--- src/rtl/ifq_pkg.sv ---
// ifq_pkg: shared types for the instruction prefetch queue.
package ifq_pkg;
    typedef enum logic [1:0] {
        BOOT  = 2'd0,
        FETCH = 2'd1,
        DRAIN = 2'd2
    } ifq_state_e;
    typedef struct packed {
        logic [31:0] pc;
        logic [31:0] instr;
    } ifq_entry_t;
endpackage

--- src/rtl/ifq_fifo.sv ---
// ifq_fifo: circular-buffer FIFO of fetched {pc, instr} entries; clear wins over push.
module ifq_fifo
    import ifq_pkg::*;
#(
    parameter int DEPTH = 4
) (
    input  logic                     clk,
    input  logic                     rst,
    input  logic                     push,
    input  logic                     pop,
    input  logic                     clear,
    input  ifq_entry_t               din,
    output ifq_entry_t               dout,
    output logic [$clog2(DEPTH):0]   count,
    output logic                     full,
    output logic                     empty
);
    localparam int AW = $clog2(DEPTH);
    localparam int CW = AW + 1;
    ifq_entry_t mem [DEPTH];
    logic [AW-1:0] wr_ptr;
    logic [AW-1:0] rd_ptr;
    assign full = count[AW];
    assign empty = count == '0;
    assign dout = mem[rd_ptr];
    always_ff @(posedge clk or posedge rst)
        if (rst) begin
            wr_ptr <= '0;
            rd_ptr <= '0;
            count <= '0;
        end else if (clear) begin
            wr_ptr <= '0;
            rd_ptr <= '0;
            count <= '0;
        end else begin
            if (push)
                wr_ptr <= wr_ptr + AW'(1);
            if (pop)
                rd_ptr <= rd_ptr + AW'(1);
            count <= count + CW'(push) - CW'(pop);
        end
    always_ff @(posedge clk)
        if (push && !clear)
            mem[wr_ptr] <= din;
endmodule

--- src/rtl/ifetch_queue.sv ---
// ifetch_queue: credit-limited instruction prefetch queue with redirect flush and drain.
module ifetch_queue
    import ifq_pkg::*;
#(
    parameter int          DEPTH      = 4,
    parameter logic [31:0] INITIAL_PC = 32'h0000_0000
) (
    input  logic        clk,
    input  logic        rst,
    input  logic        redirect_i,
    input  logic [31:0] redirect_pc_i,
    output logic        imem_req_o,
    output logic [13:0] imem_addr_o,
    input  logic        imem_gnt_i,
    input  logic        imem_rvalid_i,
    input  logic [31:0] imem_rdata_i,
    output logic        instr_valid_o,
    output logic [31:0] instr_o,
    output logic [31:0] pc_o,
    output logic [31:0] pc4_o,
    input  logic        instr_ready_i
);
    localparam int CW = $clog2(DEPTH) + 1;
    ifq_state_e state;
    ifq_state_e state_next;
    logic [31:0] fetch_pc;
    logic [31:0] resp_pc;
    logic [31:0] redirect_pc;
    logic [CW-1:0] inflight;
    logic [CW-1:0] inflight_next;
    logic [CW-1:0] fifo_count;
    logic grant;
    logic rsp;
    logic push;
    logic pop;
    logic full;
    logic empty;
    ifq_entry_t din;
    ifq_entry_t head;
    assign redirect_pc = redirect_pc_i & ~32'd3;
    // Credits count both buffered and outstanding words, so every response has a slot.
    assign imem_req_o = (state == FETCH) && !redirect_i && (int'(fifo_count) + int'(inflight) < DEPTH);
    assign imem_addr_o = fetch_pc[15:2];
    assign grant = imem_req_o && imem_gnt_i;
    assign rsp = imem_rvalid_i && (inflight != '0);
    assign push = rsp && (state == FETCH) && !redirect_i && !full;
    assign pop = instr_valid_o && instr_ready_i;
    assign inflight_next = inflight + CW'(grant) - CW'(rsp);
    assign din = '{pc: resp_pc, instr: imem_rdata_i};
    always_comb
        state_next = redirect_i ? (inflight_next != '0 ? DRAIN : FETCH)
                   : state == BOOT ? FETCH
                   : (state == DRAIN && inflight_next == '0) ? FETCH : state;
    always_ff @(posedge clk or posedge rst)
        if (rst) begin
            state <= BOOT;
            fetch_pc <= INITIAL_PC;
            resp_pc <= INITIAL_PC;
            inflight <= '0;
        end else begin
            state <= state_next;
            inflight <= inflight_next;
            fetch_pc <= redirect_i ? redirect_pc : grant ? fetch_pc + 32'd4 : fetch_pc;
            resp_pc <= redirect_i ? redirect_pc : push ? resp_pc + 32'd4 : resp_pc;
        end
    ifq_fifo #(.DEPTH(DEPTH)) u_fifo (
        .clk   (clk),
        .rst   (rst),
        .push  (push),
        .pop   (pop),
        .clear (redirect_i),
        .din   (din),
        .dout  (head),
        .count (fifo_count),
        .full  (full),
        .empty (empty)
    );
    assign instr_valid_o = !empty;
    assign instr_o = empty ? '0 : head.instr;
    assign pc_o = empty ? '0 : head.pc;
    assign pc4_o = pc_o + 32'd4;
    // A response with nothing outstanding breaks the memory protocol; it is ignored above.
    rsp_without_request: assert property (@(posedge clk) disable iff (rst) imem_rvalid_i |-> inflight != '0);
endmodule

--- config.mk ---
export PLATFORM = sky130hd
export DESIGN_NAME = ifetch_queue
export DESIGN_NICKNAME = d
export VERILOG_FILES = /design/src/rtl/ifq_pkg.sv /design/src/rtl/ifq_fifo.sv /design/src/rtl/ifetch_queue.sv
export SDC_FILE = /design/constraint.sdc
export NUM_CORES = 1
export LEC_CHECK = 0
export ABC_AREA = 1
export CORE_UTILIZATION = 56
export DETAILED_ROUTE_END_ITERATION = 7
export PLACE_DENSITY_LB_ADDON = 0.12
export SLEW_MARGIN = 10
export SYNTH_ARGS = -nofsm -noshare
export SYNTH_HDL_FRONTEND = slang
export SYNTH_SLANG_ARGS = --single-unit
--- constraint.sdc ---
create_clock -name clk -period 4.6 [get_ports clk]
set_clock_uncertainty 0.15 [all_clocks]
set_input_delay 0.46 -clock clk [delete_from_list [all_inputs] [get_ports clk]]
set_output_delay 0.46 -clock clk [all_outputs]
set_load 0.05 [all_outputs]
Word-level counts from Yosys, hierarchy flattened
Memories as Yosys holds them, arrays and structs flattened.
Cells that the tools add are included.

cells by class
  add/subtract/negate cells = 10
  order comparisons = 1
  reduce and logical (&&, ||, !) cells = 22
  mux-type cells = 17
  eq/ne operators = 2

operators with widths
  kind                                                         number
  2-to-1 mux 32 bit                                            6
  adder 32 x 3 -> 32 bit (second input constant)               3
  2-to-1 mux 2 bit                                             8
  logical AND 1 bit                                            10
  nonzero test 3 bit                                           3
  adder 3 x 1 -> 3 bit                                         2
  logical NOT 3 bit                                            2
  nonzero test 2 bit                                           3
  subtractor 3 x 1 -> 3 bit                                    2
  adder 2 x 1 -> 2 bit (second input constant)                 2
  adder 3 x 3 -> 4 bit                                         1
  less-than comparator 4 x 3 -> 1 bit (second input constant)  1
  logical NOT 1 bit                                            3
  2-to-1 mux 3 bit                                             1
  == test 2 x 1 -> 1 bit (second input constant)               1
  == test 2 bit (second input constant)                        1
  logical NOT 2 bit                                            1
  2-to-1 mux 1 bit                                             2

storage, ports and cells
  flip-flop bits (word level) = 76
  bits in writable memories = 256
  input bits = 70
  output and inout bits = 112
  logic and storage cells = 60
  memories kept = 1

memory list
  memory      depth  width  rd ports  clocked after memory_dff  write ports  line            text
  u_fifo.mem  4      64     1         0                         1            ifq_fifo.sv:20  ifq_entry_t mem [DEPTH];

Longest topological paths before layout
  word-level depth = 11
  gate-level depth with buffers = 17
  mapped depth without buffers = 15

By module
Synthesis repeated with hierarchy kept, for this count alone.

unflattened totals
  cells, all modules = 1679
  area, all modules = 15586.2 um^2

by module, submodules not included
  module        instances  sequential area each (um^2)  cells each  area each (um^2)
  ifq_fifo      1          7862.5                       801         10550.1
  ifetch_queue  1          1226.2                       878         5036.1

Worst setup path after synthesis
Ideal clock, no wire load.

  path kind = input to register
  start = in redirect_i
  end = mem u_fifo.mem[0][0] (netlist name), enable pin
  data arrival time = 3.856 ns
  path buffers = 2
  slack = 0.112 ns
  data required time = 3.968 ns
  library setup time = 0.482 ns
  stages on the path = 7
  cells stage by stage = buf_2 inv_1 nand3b_1 nor2_1 nand2_1 clkbuf_1 nor2_1

between the ends
  longest elaborated chain between the ends = 6

RTL lines
  item                                        line                                text
  start: declaration                          ifetch_queue.sv:10                  input logic redirect_i,
  logical NOT 1 bit (*)                       ifq_fifo.sv:43, ifetch_queue.sv:46
  logical AND 1 bit (2 in series)             ifetch_queue.sv:46                  assign push = rsp && (state == FETCH) && !redirect_i && !full;
  logical AND 1 bit (*)                       ifq_fifo.sv:43                      if (push && !clear)
  2-to-1 mux 1 bit (*)                        ifq_fifo.sv:43
  2-to-1 mux 1 bit (implied by the code) (*)  ifq_fifo.sv:44                      mem[wr_ptr] <= din;
  end: declaration                            ifq_fifo.sv:20

Mark *: on every way between the ends. The rest lies on a longest branch, timed or not.

Final worst setup path
  start = reg u_fifo.rd_ptr[1]
  end = out pc4_o[27]

between the ends
  longest elaborated chain between the ends = 3

RTL lines
  item                      line                text
  start: declaration        ifq_fifo.sv:22      logic [AW-1:0] rd_ptr;
  start signal: assignment  ifq_fifo.sv:39      rd_ptr <= rd_ptr + AW'(1);
  memory (4 x 64 bit)       -
  2-to-1 mux 32 bit         ifetch_queue.sv:80  assign pc_o = empty ? '0 : head.pc;
  adder 32 x 3 -> 32 bit    ifetch_queue.sv:81  assign pc4_o = pc_o + 32'd4;
  end: declaration          ifetch_queue.sv:20  output logic [31:0] pc4_o,

No other way between the ends.

==> reports/results.txt <==
Die Y: 163 µm
Met1 Wirelength: 15300 µm
clk_lat worst skew: 560 ps
Synth-to-Final Area Change: 22.3%
row count: 58
via/cell ratio: 5.42
Nets: 1750
final hold vios: 0
area of the multi-input gates: 4890 µm²
power density over the cells: 635 nW/µm²
Adder-Cell Fraction of Synth Area: 1.40%
Max-cap violations: 0
post-synthesis compound-gate area fraction: 6.08%
Ports: 182
Critical R2R Capture: state[0]
slack of the worst reg-to-reg path: 1130 ps
largest family of logic cells by synthesized area: simple AND/OR/NAND/NOR gates
worst reg-to-reg path cell count: 14
dpl cells: 1961
commonest non-fill, non-tap cells in the layout: 385 x nand2_1, 248 x edfxtp_1, 219 x nor2_1, 162 x clkdlybuf4s50_1, 108 x inv_1
Tightest Pin Transition: 1010 ps
fmax: 0.227 GHz
Seq. cell area: 8850 µm²
CP startpoint kind: flop
detailed-routed wire length on met3: 2380 µm
antenna violations before repair: 0
Final Wtd Congestion: 0.925
crit share post-route: 95.6%
die area: 26600 µm²
Cell variety after synth: 41
largest net degree at the start of global routing: 65
vias in the first global route: 10413
clock root buffer: clkbuf_16
commonest non-fill, non-tap cell in the layout: nand2_1
status: finished, final reports clean
Starting Density: 57.3%
post-route cell area: 17800 µm²
wire length on met2: 16400 µm
ys async rst share: 18.4%
ANT cells: 0
Slew Limit Fails: 0
Port Buffer Count: 175
vias: 10943
final setup fails: 0
Most used DFF post-synth: edfxtp_1
Area after DPL: 16700 µm²
H-tree depth: 1
setup repair after global routing missed its margin: no
Fillers: 1935
Worst Setup Path Type: flop to output port
Clock Pin Slew Worst Setup and Hold Paths: 60 ps
hold buffers post-CTS: 0
final core utilization: 70.1%
Critical-path top delay cell: clkdlybuf4s50_1
Inserted Clock Buffers: 30
number of flops mapped to enable cells by yosys: 248
HP Class: input port to async pin
clk sink count: 304
highest metal layer with signal wires: met4
Iter 0 DRT Violations: 1052
synthesized instance count: 1495
sequential element share of the synthesized area: 60.9%
crit path time final: 4400 ps
XOR/XNOR Fraction of Synth Area: 2.77%
CTS tree: built
slowest stage delay, CP: 800 ps
DR WL/cell: 17.1 µm
CP top delay family: buffers and inverters
CP Max Fanout: 34
multiplexer area fraction after synthesis: 0%
Critical Path Sink Type: output port
Max-Slew Margin vs Limit: 32.6%
GRT overflow: 0
total wire length: 34500 µm
Non-Filler Instances: 2019
worst reg2reg startpoint: inflight[1]
#FFs+latches synth: 304
worst path cell trace: inv_2 -> buf_4 -> nand3_1 -> nand3_2 -> nor2_2 -> nand2_2 -> nor2_4 -> nand2_2 -> nor2_1 -> nand2_1 -> nand2_1 -> clkdlybuf4s50_1
LEAKAGE: 0.00689 µW
DP HPWL: 22300 µm
setup TNS: 0 ps
Core Area: 25300 µm²
Synth Area in Simple Gates: 23.1%
WP buf/inv: 3
share of cells above drive strength 1: 8.58%
die width: 163 µm
Clock Path Buffers: 3
syn_area_per_cell: 9.71 µm²
Routed Antenna Nets: 0
first-pass GRT wire length: 54400 µm
First-pass DRT Iterations: 5
WP data arrival: 3790 ps
gr usage total: 26.2%
Worst VDD drop: 0.792 mV
Synth Warn #: 0
Post-Syn Area: 14500 µm²
DRC viols: 0
CP required: 3990 ps
Yosys cell counts (8+ instances only):
library cell | n | share of area, %
a21oi_1 | 41 | 1.4
buf_1 | 9 | 0.23
buf_2 | 19 | 0.65
buf_4 | 12 | 0.62
clkbuf_1 | 13 | 0.34
dfrtp_1 | 56 | 9.6
edfxtp_1 | 248 | 51
ha_1 | 13 | 1.1
inv_1 | 109 | 2.8
inv_2 | 8 | 0.21
nand2_1 | 385 | 10
nand2_2 | 11 | 0.47
nand3_1 | 106 | 3.7
nand3_2 | 10 | 0.69
nand4_1 | 13 | 0.56
nor2_1 | 223 | 5.8
nor2_2 | 20 | 0.86
nor3_1 | 11 | 0.38
o211ai_1 | 23 | 1.2
o21ai_0 | 85 | 2.9
xnor2_1 | 10 | 0.60
xor2_1 | 36 | 2.2
repair_timing:
| action | CTS | global route |
|---|---|---|
| hold endpoints to repair | 0 | 0 |
| setup buffers | 0 | 2 |
| endpoints found under the setup margin | 0 | 21 |
| gates resized for setup | 0 | 2 |
worst max-delay path by stage:
| stage | from | end | slack (ps) | depth (start not counted) |
|---|---|---|---|---|
| after floorplan | redirect_i | u_fifo.mem[0][0] | 110 | 7 |
| after global placement | u_fifo.rd_ptr[0] | pc4_o[31] | 670 | 13 |
| after detailed placement | u_fifo.rd_ptr[0] | pc4_o[29] | 650 | 12 |
| after CTS | u_fifo.rd_ptr[0] | pc4_o[29] | 40 | 12 |
| after global routing | u_fifo.rd_ptr[1] | pc4_o[27] | 20 | 12 |
| final | u_fifo.rd_ptr[1] | pc4_o[27] | 200 | 12 |
per-layer routing:
metal  vias up  track usage [%]
met5         -                0
met4         0             5.95
met3        36             2.79
met2       413             43.7
met1      5184             37.2
li1       5310                -
stage by stage:
step | setup slack (ps) | total power (µW) | hold WS, ps
2_1_floorplan | 112 | 6970 | 326
3_3_place_gp | 670 | 8680 | 363
3_5_place_dp | 650 | 8740 | 379
4_1_cts | 38.3 | 11300 | 189
5_1_grt | 20.3 | 11800 | 254
6_report | 204 | 11300 | 180
cell families (layout without fill, tap and decap cells):
kind of cell | count (synthesis) | after routing
AND/OR/NAND/NOR | 789 | 789
AO/OA/AOI/OAI | 160 | 160
other | 1 | 4
buffers and inverters | 180 | 371
adder cells (fa/ha/maj) | 15 | 15
flip-flops | 304 | 304
XOR/XNOR | 46 | 46
worst reg2reg max path: stages (launching register included):
cell     delay, ps
dfrtp_1        450
ha_1           320
nand2_1         60
nor2_1          40
nor3_2         240
nand2_1        250
ha_1           340
inv_1           50
ha_1           130
inv_1           50
fa_1           370
xnor2_1        140
xnor2_1        210
nor3_1         100
or3b_2         440
report_power, final:
part	internal [µW]	leakage, µW	switching, µW	total, µW
sequential	3110	0.00292	169	3280
clock	1560	0.000516	999	2560
combinational	1660	0.00346	3780	5450
state kept, by name, indices dropped and copies added (netlist names):
signal         count
fetch_pc          14
inflight           3
resp_pc           30
state              2
u_fifo.count       3
u_fifo.mem       248
u_fifo.rd_ptr      2
u_fifo.wr_ptr      2
layout make-up:
class,instances,share of cell area (%)
Inverter,118,2.56
Clock buffer,38,4.45
Clock inverter,18,1.49
Timing Repair Buffer,197,11.8
Multi-Input combinational cell,1014,27.5
Sequential cell,304,49.9
Tap cell,330,2.33
Note: power is estimated with default switching activity, not from simulation.
